## src/rtl/dmem_rd_arbiter_if.sv

```systemverilog
// dmem_rd_arbiter_if: requester A/B and MMU read-channel bundle.
// slave = arbiter view, master = requesters + MMU view.
interface dmem_rd_arbiter_if;
  logic        FLUSH;
  logic        A_RDEN;
  logic [31:0] A_ADDR;
  logic        A_WAIT;
  logic        A_RVALID;
  logic [31:0] A_RDATA;
  logic        B_RDEN;
  logic [31:0] B_ADDR;
  logic        B_WAIT;
  logic        B_RVALID;
  logic [31:0] B_RDATA;
  logic        DATA_RDEN;
  logic [31:0] DATA_RIADDR;
  logic [31:0] DATA_ROADDR;
  logic        DATA_RVALID;
  logic [31:0] DATA_RDATA;

  modport slave (
    input  FLUSH,
    input  A_RDEN, A_ADDR,
    output A_WAIT, A_RVALID, A_RDATA,
    input  B_RDEN, B_ADDR,
    output B_WAIT, B_RVALID, B_RDATA,
    output DATA_RDEN, DATA_RIADDR,
    input  DATA_ROADDR, DATA_RVALID, DATA_RDATA
  );

  modport master (
    output FLUSH,
    output A_RDEN, A_ADDR,
    input  A_WAIT, A_RVALID, A_RDATA,
    output B_RDEN, B_ADDR,
    input  B_WAIT, B_RVALID, B_RDATA,
    input  DATA_RDEN, DATA_RIADDR,
    output DATA_ROADDR, DATA_RVALID, DATA_RDATA
  );
endinterface

```

## src/rtl/dmem_rd_arbiter.sv

```systemverilog
// dmem_rd_arbiter: two-port read arbiter onto one MMU read channel.
// Ports: CLK, RST (sync, active-high), bus (dmem_rd_arbiter_if.slave).
// One outstanding read: IDLE -> BUSY (DATA_RDEN) -> DONE (RVALID pulse).
// Define DMEM_RD_ARBITER_RR_EN for round-robin; default is A-first.
module dmem_rd_arbiter (
  input  logic             CLK,
  input  logic             RST,
  dmem_rd_arbiter_if.slave bus
);
  typedef enum logic [1:0] {
    IDLE,
    BUSY,
    DONE
  } state_t;

  state_t      state_q, state_d;
  logic        owner_q, owner_d; // 0 = A, 1 = B
  logic [31:0] addr_q, addr_d;
  logic [31:0] data_q, data_d;
  logic        abort_q, abort_d;
  logic        rden_q, rden_d;

  logic req_a, req_b, grant_b;
  logic own_rden, match, done_ok;

  // A flush in IDLE masks port A for that cycle only.
  assign req_a = bus.A_RDEN & ~bus.FLUSH;
  assign req_b = bus.B_RDEN;

`ifdef DMEM_RD_ARBITER_RR_EN
  logic ptr_q, ptr_d; // 0 = A preferred, 1 = B preferred

  assign grant_b = req_b & (~req_a | ptr_q);

  always_comb begin
    ptr_d = ptr_q;
    if (state_q == IDLE && (req_a | req_b))
      ptr_d = ~grant_b;
  end

  always_ff @(posedge CLK) begin
    if (RST) ptr_q <= 1'b0;
    else     ptr_q <= ptr_d;
  end
`else
  assign grant_b = req_b & ~req_a;
`endif

  assign own_rden = owner_q ? bus.B_RDEN : bus.A_RDEN;
  assign match    = bus.DATA_RVALID &
                    (bus.DATA_ROADDR == addr_q);

  always_comb begin
    state_d = state_q;
    owner_d = owner_q;
    addr_d  = addr_q;
    data_d  = data_q;
    abort_d = abort_q;
    unique case (state_q)
      IDLE: begin
        if (req_a | req_b) begin
          owner_d = grant_b;
          addr_d  = grant_b ? bus.B_ADDR : bus.A_ADDR;
          abort_d = 1'b0;
          state_d = BUSY;
        end
      end
      BUSY: begin
        // Abort only silences the reply; the MMU read still drains.
        if ((bus.FLUSH & ~owner_q) | ~own_rden)
          abort_d = 1'b1;
        if (match) begin
          data_d  = bus.DATA_RDATA;
          state_d = DONE;
        end
      end
      DONE:    state_d = IDLE;
      default: state_d = IDLE;
    endcase
    rden_d = (state_d == BUSY);
  end

  always_ff @(posedge CLK) begin
    if (RST) begin
      state_q <= IDLE;
      owner_q <= 1'b0;
      addr_q  <= '0;
      data_q  <= '0;
      abort_q <= 1'b0;
      rden_q  <= 1'b0;
    end else begin
      state_q <= state_d;
      owner_q <= owner_d;
      addr_q  <= addr_d;
      data_q  <= data_d;
      abort_q <= abort_d;
      rden_q  <= rden_d;
    end
  end

  assign done_ok = (state_q == DONE) & ~abort_q;

  assign bus.DATA_RDEN   = rden_q;
  assign bus.DATA_RIADDR = addr_q;
  assign bus.A_RVALID    = done_ok & ~owner_q;
  assign bus.B_RVALID    = done_ok & owner_q;
  assign bus.A_RDATA     = data_q;
  assign bus.B_RDATA     = data_q;
  assign bus.A_WAIT      = bus.A_RDEN &
                           ~(done_ok & ~owner_q);
  assign bus.B_WAIT      = bus.B_RDEN &
                           ~(done_ok & owner_q);
endmodule

```

## src/flat_wrapper.sv

```systemverilog
// flat-port wrapper written by rule: the top's interface ports become plain ports
module dmem_rd_arbiter_flat 
  (CLK, RST, bus_FLUSH, bus_A_RDEN, bus_A_ADDR, bus_A_WAIT, bus_A_RVALID, bus_A_RDATA, bus_B_RDEN, bus_B_ADDR, bus_B_WAIT, bus_B_RVALID, bus_B_RDATA, bus_DATA_RDEN, bus_DATA_RIADDR, bus_DATA_ROADDR, bus_DATA_RVALID, bus_DATA_RDATA);
  dmem_rd_arbiter_if bus_i ();
  input  logic CLK;
  input  logic RST;
  input wire logic [$bits(bus_i.FLUSH)-1:0] bus_FLUSH;
  input wire logic [$bits(bus_i.A_RDEN)-1:0] bus_A_RDEN;
  input wire logic [$bits(bus_i.A_ADDR)-1:0] bus_A_ADDR;
  output wire logic [$bits(bus_i.A_WAIT)-1:0] bus_A_WAIT;
  output wire logic [$bits(bus_i.A_RVALID)-1:0] bus_A_RVALID;
  output wire logic [$bits(bus_i.A_RDATA)-1:0] bus_A_RDATA;
  input wire logic [$bits(bus_i.B_RDEN)-1:0] bus_B_RDEN;
  input wire logic [$bits(bus_i.B_ADDR)-1:0] bus_B_ADDR;
  output wire logic [$bits(bus_i.B_WAIT)-1:0] bus_B_WAIT;
  output wire logic [$bits(bus_i.B_RVALID)-1:0] bus_B_RVALID;
  output wire logic [$bits(bus_i.B_RDATA)-1:0] bus_B_RDATA;
  output wire logic [$bits(bus_i.DATA_RDEN)-1:0] bus_DATA_RDEN;
  output wire logic [$bits(bus_i.DATA_RIADDR)-1:0] bus_DATA_RIADDR;
  input wire logic [$bits(bus_i.DATA_ROADDR)-1:0] bus_DATA_ROADDR;
  input wire logic [$bits(bus_i.DATA_RVALID)-1:0] bus_DATA_RVALID;
  input wire logic [$bits(bus_i.DATA_RDATA)-1:0] bus_DATA_RDATA;
  assign bus_i.FLUSH = bus_FLUSH;
  assign bus_i.A_RDEN = bus_A_RDEN;
  assign bus_i.A_ADDR = bus_A_ADDR;
  assign bus_A_WAIT = bus_i.A_WAIT;
  assign bus_A_RVALID = bus_i.A_RVALID;
  assign bus_A_RDATA = bus_i.A_RDATA;
  assign bus_i.B_RDEN = bus_B_RDEN;
  assign bus_i.B_ADDR = bus_B_ADDR;
  assign bus_B_WAIT = bus_i.B_WAIT;
  assign bus_B_RVALID = bus_i.B_RVALID;
  assign bus_B_RDATA = bus_i.B_RDATA;
  assign bus_DATA_RDEN = bus_i.DATA_RDEN;
  assign bus_DATA_RIADDR = bus_i.DATA_RIADDR;
  assign bus_i.DATA_ROADDR = bus_DATA_ROADDR;
  assign bus_i.DATA_RVALID = bus_DATA_RVALID;
  assign bus_i.DATA_RDATA = bus_DATA_RDATA;
  dmem_rd_arbiter u_core (.CLK(CLK), .RST(RST), .bus(bus_i));
endmodule
```

## config.mk

```make
export PLATFORM = sky130hd
export DESIGN_NAME = dmem_rd_arbiter_flat
export DESIGN_NICKNAME = d
export VERILOG_FILES = /design/src/rtl/dmem_rd_arbiter_if.sv /design/src/rtl/dmem_rd_arbiter.sv /design/src/flat_wrapper.sv
export SDC_FILE = /design/constraint.sdc
export NUM_CORES = 1
export LEC_CHECK = 0
export CORE_MARGIN = 2
export CORE_UTILIZATION = 38
export DETAILED_ROUTE_END_ITERATION = 10
export PLACE_DENSITY = 0.79
export SLEW_MARGIN = 15
export SYNTH_ARGS = -nofsm -noshare
export SYNTH_HDL_FRONTEND = slang
export SYNTH_SLANG_ARGS = --single-unit
```

## constraint.sdc

```tcl
create_clock -name CLK -period 2.4 [get_ports CLK]
set_input_delay 0.36 -clock CLK [delete_from_list [all_inputs] [get_ports CLK]]
set_output_delay 0.36 -clock CLK [all_outputs]
set_load 0.005 [all_outputs]
```

==> results_dict.tcl, run 1 <==
set metrics [dict create \
    initial_core_util 0.386 \
    diodes 0 \
    cts_root_buffer "clkbuf_8" \
    cts_max_level 3 \
    status "complete, no violations" \
    n_fill_cell 860 \
    cts_resized 0 \
    placed_cells 756 \
    syn_to_final_growth_pct 62.2 \
    core_area_sq_um 10200 \
    whs_endpoint "u_core.bus.A_RDATA[6]" \
    num_vias 4268 \
    boundaryPins 235 \
    first_global_vias 4136 \
    antenna_found_initial 0 \
    grt.met2_usage 0.415 \
    postRouteAntennaNets 0 \
    netlist_instances 448 \
    grt_util_all_layers 0.238 \
    setup_viol 0 \
    path_cells "nor4bb_1, clkdlybuf4s50_1" \
    cp.arrival_ps 1710 \
    wl_per_cell_um 17.9 \
    postLayoutCellArea_sq_um 6410 \
    maxCapViolCount 0 \
    slew_viol_final 0 \
    nets 765 \
    hold_buffers 0 \
    fin_util 0.626 \
    final_common_cell "clkdlybuf4s50_1" \
    met3_usage 0.0595 \
    die_h_um 106 \
    final.setup.worst_slack_ps 328 \
    ys_seq_area_frac 0.350 \
    hp-class "flop to flop" \
    cts_setup_buffers 0 \
    place_ws_ps -44.1 \
    finalCriticalPeriod_ps 2070 \
    gr-total-overflow 0 \
    p_leak_nw 2.15 \
    drt_pre_antenna_iters 5 \
    ir_worst_vdd_mv 0.247 \
    clkTransAtPathRegs_ps 80 \
    hold_viol 0 \
    max_stage_delay_ps 620 \
    netlist_area_sq_um 3950 \
    netlist-cell-type-count 29 \
    grt_first_pass_wirelength_um 21200 \
    synth_seq_cells 69 \
    r2r_start "u_core.bus.DATA_RIADDR[2]" \
    crit_path_end_kind "output pin" \
    seqCellArea_sq_um 1380 \
    power_mw 2.81 \
    dp_hpwl_um 10400 \
    wl_um 13800 \
    io_buffer_count 234 \
    cts_sinks 69 \
    place_congestion 0.891 \
    r2r_end "u_core.bus.A_RDATA[0]" \
    detail_route.iter0.violations 203 \
    tightest_slew_ps 653 \
    use_met1 0.282 \
    grt_max_degree 43 \
    cts_tree "yes" \
    multi_input_area_sq_um 2100 \
    path_class "flop to output pin" \
    dieArea_sq_um 11200 \
    path_buf_inv 1 \
    yosys_warnings 0 \
    syn_nets 582 \
    fin_cells 772 \
    timing.fmax_mhz 483 \
    layout_common_cells "233 x clkdlybuf4s50_1, 69 x dfxtp_1, 37 x nor2_1, 37 x a21oi_1" \
    rsz0062_at_grt "false" \
    avgViaCountPerCell 5.53 \
    drive_gt1_frac 0.119 \
    cp_data_required_time_ps 2040 \
    die_w_um 106 \
    critPathMaxFanout 4 \
    grt_busiest_layer "met2" \
    cpMaxStageDelayCell "clkdlybuf4s50_1" \
    start_kind "flop" \
    cpLargestDelayFamily "buffers and inverters" \
    cts_buffers 9 \
    placed_area_sq_um 6240 \
    ff2ff_setup_slack_ps 410 \
    slew_headroom 0.565 \
    route.detailed.drc 0 \
    min_path_cells 2 \
    insertion_delay_ps 340 \
    timing.final.crit_share 0.863 \
    finClkSkew_ps 7.93 \
    fp-row-count 37 \
    hold_start "u_core.bus.A_RDATA[6]" \
    syn_area_per_cell_sq_um 8.82 \
    worstRegToRegCells 6 \
    power_density_nw_per_um2 439 \
    clockBufferDepth 2 \
]
[layer usage]
layer	wire length, um	vias up
met5	0	-
met4	334	0
met3	1170	30
met2	6830	209
met1	5460	2026
li1	-	2003
[where the power goes]
part | switching (mW) | internal, mW | leakage, nW
Combinational | 0.293 | 0.418 | 1.51
Clock | 0.459 | 0.371 | 0.0743
Sequential | 0.0643 | 1.21 | 0.565
[layout make-up]
type,count,share of cell area
clock buffer,10,0.0199
clock inverter,6,0.00625
inverter,2,0.00117
multi-input combinational,294,0.327
sequential,69,0.216
tap,136,0.0266
timing repair buffer,255,0.403
[sequential cells by signal, indices dropped and copies added, names as in the netlist]
name and cells:
u_core.abort_q 1, u_core.bus.A_RDATA 32, u_core.bus.DATA_RDEN 1, u_core.bus.DATA_RIADDR 32
u_core.owner_q 1, u_core.state_q 2
[worst max path at each step]
stage / start / to / slack (ps) / depth (start not counted)
CTS: u_core.owner_q / bus_A_RVALID / 250 / 2
finish: u_core.state_q[1] / bus_B_RVALID / 330 / 2
detailed placement: bus_DATA_ROADDR[22] / u_core.bus.A_RDATA[0] / -40 / 7
floorplan: bus_DATA_ROADDR[24] / u_core.bus.A_RDATA[10] / 640 / 6
global placement: bus_DATA_ROADDR[2] / u_core.bus.A_RDATA[2] / 9 / 7
global route: u_core.owner_q / bus_A_RVALID / 210 / 2
[synth_stat cells]
| cell type | n | area [sq um] |
|---|---|---|
| a211oi_1 | 1 | 7.51 |
| a21oi_1 | 37 | 185 |
| a311oi_1 | 32 | 280 |
| and4_1 | 2 | 17.5 |
| buf_1 | 7 | 26.3 |
| buf_2 | 16 | 80.1 |
| buf_4 | 33 | 248 |
| buf_6 | 3 | 33.8 |
| clkbuf_1 | 24 | 90.1 |
| dfxtp_1 | 69 | 1380 |
| inv_1 | 2 | 7.51 |
| nand2_1 | 34 | 128 |
| nand2b_1 | 2 | 12.5 |
| nand3_1 | 35 | 175 |
| nand4_1 | 35 | 219 |
| nand4_2 | 1 | 12.5 |
| nor2_1 | 37 | 139 |
| nor2b_1 | 3 | 18.8 |
| nor4_2 | 5 | 62.6 |
| nor4b_1 | 1 | 8.76 |
| nor4bb_1 | 1 | 10.0 |
| o21a_1 | 2 | 15.0 |
| o21ai_0 | 1 | 5.00 |
| o31ai_2 | 1 | 12.5 |
| o41ai_1 | 3 | 26.3 |
| o41ai_2 | 29 | 472 |
| or3_1 | 1 | 6.26 |
| xnor2_1 | 12 | 105 |
| xor2_1 | 19 | 166 |
[logic make-up (layout without fill, tap and decap cells)]
family / after synthesis / in the layout / share of synthesized area
and+or+nand+nor: 157 / 157 / 0.205
AOI/OAI and AO/OA: 106 / 106 / 0.254
xor gates and xnor gates: 31 / 31 / 0.0687
buffers and inverters: 85 / 273 / 0.123
DFF: 69 / 69 / 0.350
[worst reg2reg max path: stages, from the launching register on]
cell and delay, ps:
dfxtp_1 400, xnor2_1 140, nand4_1 200, or3_2 520, buf_12 200, o41ai_1 310, a21oi_1 100
[through the flow]
| step | hold WS, ps | TNS (ps) |
|---|---|---|
| 2_1_floorplan | 463 | 0 |
| 3_3_place_gp | 458 | 0 |
| 3_5_place_dp | 464 | -71.0 |
| 4_1_cts | 480 | 0 |
| 5_1_grt | 505 | 0 |
| 6_report | 480 | 0 |
Power figures use the tool's default switching activity.
==> run 2, diff against run 1 <==
CORE_UTILIZATION = 34   (was 38)
PLACE_DENSITY = 0.75   (was 0.79)
clock period = 1.9 ns   (was 2.4 ns; I/O delays follow)
==> results_dict.tcl, run 2 (synthesized netlist as in run 1, its figures left out) <==
set metrics [dict create \
    intPower_mw 3.13 \
    antenna_found_initial 0 \
    power_frac_comb 0.235 \
    cts_buffers 9 \
    cts_sinks 69 \
    crit_path_end "u_core.bus.A_RDATA[14]" \
    start_kind "primary input" \
    timing.final.crit_share 1.07 \
    postRouteAntennaNets 0 \
    dieArea_sq_um 12500 \
    syn_to_final_growth_pct 83.5 \
    cts_root_buffer "clkbuf_16" \
    avgViaCountPerCell 5.39 \
    placed_area_sq_um 6410 \
    crit_path_start "bus_DATA_ROADDR[2]" \
    grt_util_all_layers 0.229 \
    swShare 0.258 \
    place_ws_ps -514 \
    cts_tree "yes" \
    final.setup.worst_slack_ps -129 \
    slew_viol_final 0 \
    r2r_start "u_core.bus.DATA_RIADDR[7]" \
    route.detailed.drc 0 \
    p_seq_frac 0.382 \
    r2r_end "u_core.bus.A_RDATA[14]" \
    finClkSkew_ps 9.59 \
    wl_um 15400 \
    ff2ff_setup_slack_ps -110 \
    num_vias 4413 \
    postLayoutCellArea_sq_um 7250 \
    initial_core_util 0.348 \
    clkTransAtPathRegs_ps 60 \
    power_density_nw_per_um2 581 \
    hold_buffers 0 \
    nets 807 \
    setup_viol 28 \
    drt_pre_antenna_iters 4 \
    cp_data_required_time_ps 2100 \
    final_common_cell "clkdlybuf4s50_1" \
    rsz0062_at_grt "true" \
    grt_first_pass_wirelength_um 23000 \
    power_mw 4.21 \
    p_leak_nw 2.60 \
    tightest_slew_ps 431 \
    first_global_vias 4415 \
    grt_max_degree 70 \
    die_w_um 112 \
    worstRegToRegCells 7 \
    fin_hold_ws_ps 453 \
    place_congestion 0.824 \
    cp.arrival_ps 2230 \
    fp-row-count 39 \
    placed_cells 775 \
    path_class "primary input to flop" \
    detail_route.iter0.violations 258 \
    fin_setup_tns_ps -1250 \
    drive_gt1_frac 0.200 \
    failed_checks "setup timing" \
    n_fill_cell 961 \
    fin_util 0.638 \
    dp_hpwl_um 10400 \
    insertion_delay_ps 330 \
    critPathMaxFanout 7 \
    wl_per_cell_um 18.9 \
    crit_path_end_kind "flop" \
    slew_headroom 0.710 \
    io_buffer_count 234 \
    ir_worst_vdd_mv 0.320 \
    status "finished with violations" \
    layout_common_cells "221 x clkdlybuf4s50_1, 60 x dfxtp_1, 37 x nor2_1, 37 x a21oi_1, 36 x buf_4" \
    boundaryPins 235 \
    diodes 0 \
    pwr-share-clk 0.383 \
    finalCriticalPeriod_ps 2030 \
    gr-total-overflow 0 \
    hold_viol 0 \
    p_sw_mw 1.09 \
    die_h_um 112 \
    fin_cells 819 \
    maxCapViolCount 0 \
    core_area_sq_um 11400 \
    cts_max_level 3 \
    hp-class "primary input to flop" \
    clockBufferDepth 2 \
    timing.fmax_mhz 493 \
]
## run 2: cell count changes in the layout (fill, tap and decap cells not counted), moves of 6 or more
cell	previous run	this run
buf_4	14	36
clkdlybuf4s50_1	233	221
clkbuf_16	0	11
dfxtp_1	69	60
dfxtp_2	0	9
dlygate4sd2_1	0	9
buf_6	0	7
buf_12	7	13
o41ai_4	0	6
## run 2: what timing repair did
action | 4_1_cts | 5_1_grt
gates cloned | 4 | 2
setup buffers | 6 | 19
pin swaps | 16 | 29
endpoints found under the setup margin | 38 | 36
resized for setup | 33 | 24
## run 2: worst min-delay path by stage
stage,start,endpoint,slack [ps],cells past startpoint
5_1_grt,RST,u_core.bus.A_RDATA[20],470,3
2_1_floorplan,bus_DATA_RDATA[0],u_core.bus.A_RDATA[0],440,2
4_1_cts,RST,u_core.abort_q,450,3
3_3_place_gp,u_core.bus.A_RDATA[8],u_core.bus.A_RDATA[8],460,2
3_5_place_dp,u_core.bus.A_RDATA[27],u_core.bus.A_RDATA[27],470,2
6_report,RST,u_core.bus.A_RDATA[20],450,3
## run 2: per-layer routing
layer	global-route usage	wire [um]
met1	0.265	6220
met2	0.405	7810
met3	0.0539	1070
met4	0.0930	340
met5	0	0
## run 2: power groups by stage
stage	sequential, mW	combinational, mW	clock (mW)
2_1_floorplan	1.63	0.345	0
6_report	1.61	0.991	1.61
3_3_place_gp	1.63	0.935	0
5_1_grt	1.62	1.06	1.70
4_1_cts	1.61	0.974	1.64
3_5_place_dp	1.63	0.950	0
## run 2: area by class of cell
cell class | count | area, sq um | area share
Inverter | 2 | 7.51 | 0.00104
Timing Repair Buffer | 297 | 3120 | 0.430
Tap cell | 143 | 179 | 0.0247
Multi-Input combinational cell | 294 | 2270 | 0.313
Clock inverter | 1 | 5.00 | 0.000690
Sequential cell | 69 | 1390 | 0.192
Clock buffer | 13 | 280 | 0.0387
## run 2: critical path, stage by stage
cell and delay, ps:
clkdlybuf4s50_1 470, xnor2_1 110, nand4_1 170, or3_4 460, buf_16 170, buf_8 140, o41ai_4 330, a21oi_1 100
==> run 3, diff against run 2 <==
CTS_CLUSTER_DIAMETER = 80   (was unset)
==> results of run 3 <==
The final DEF is identical to that of run 2; final timing and power are the same.
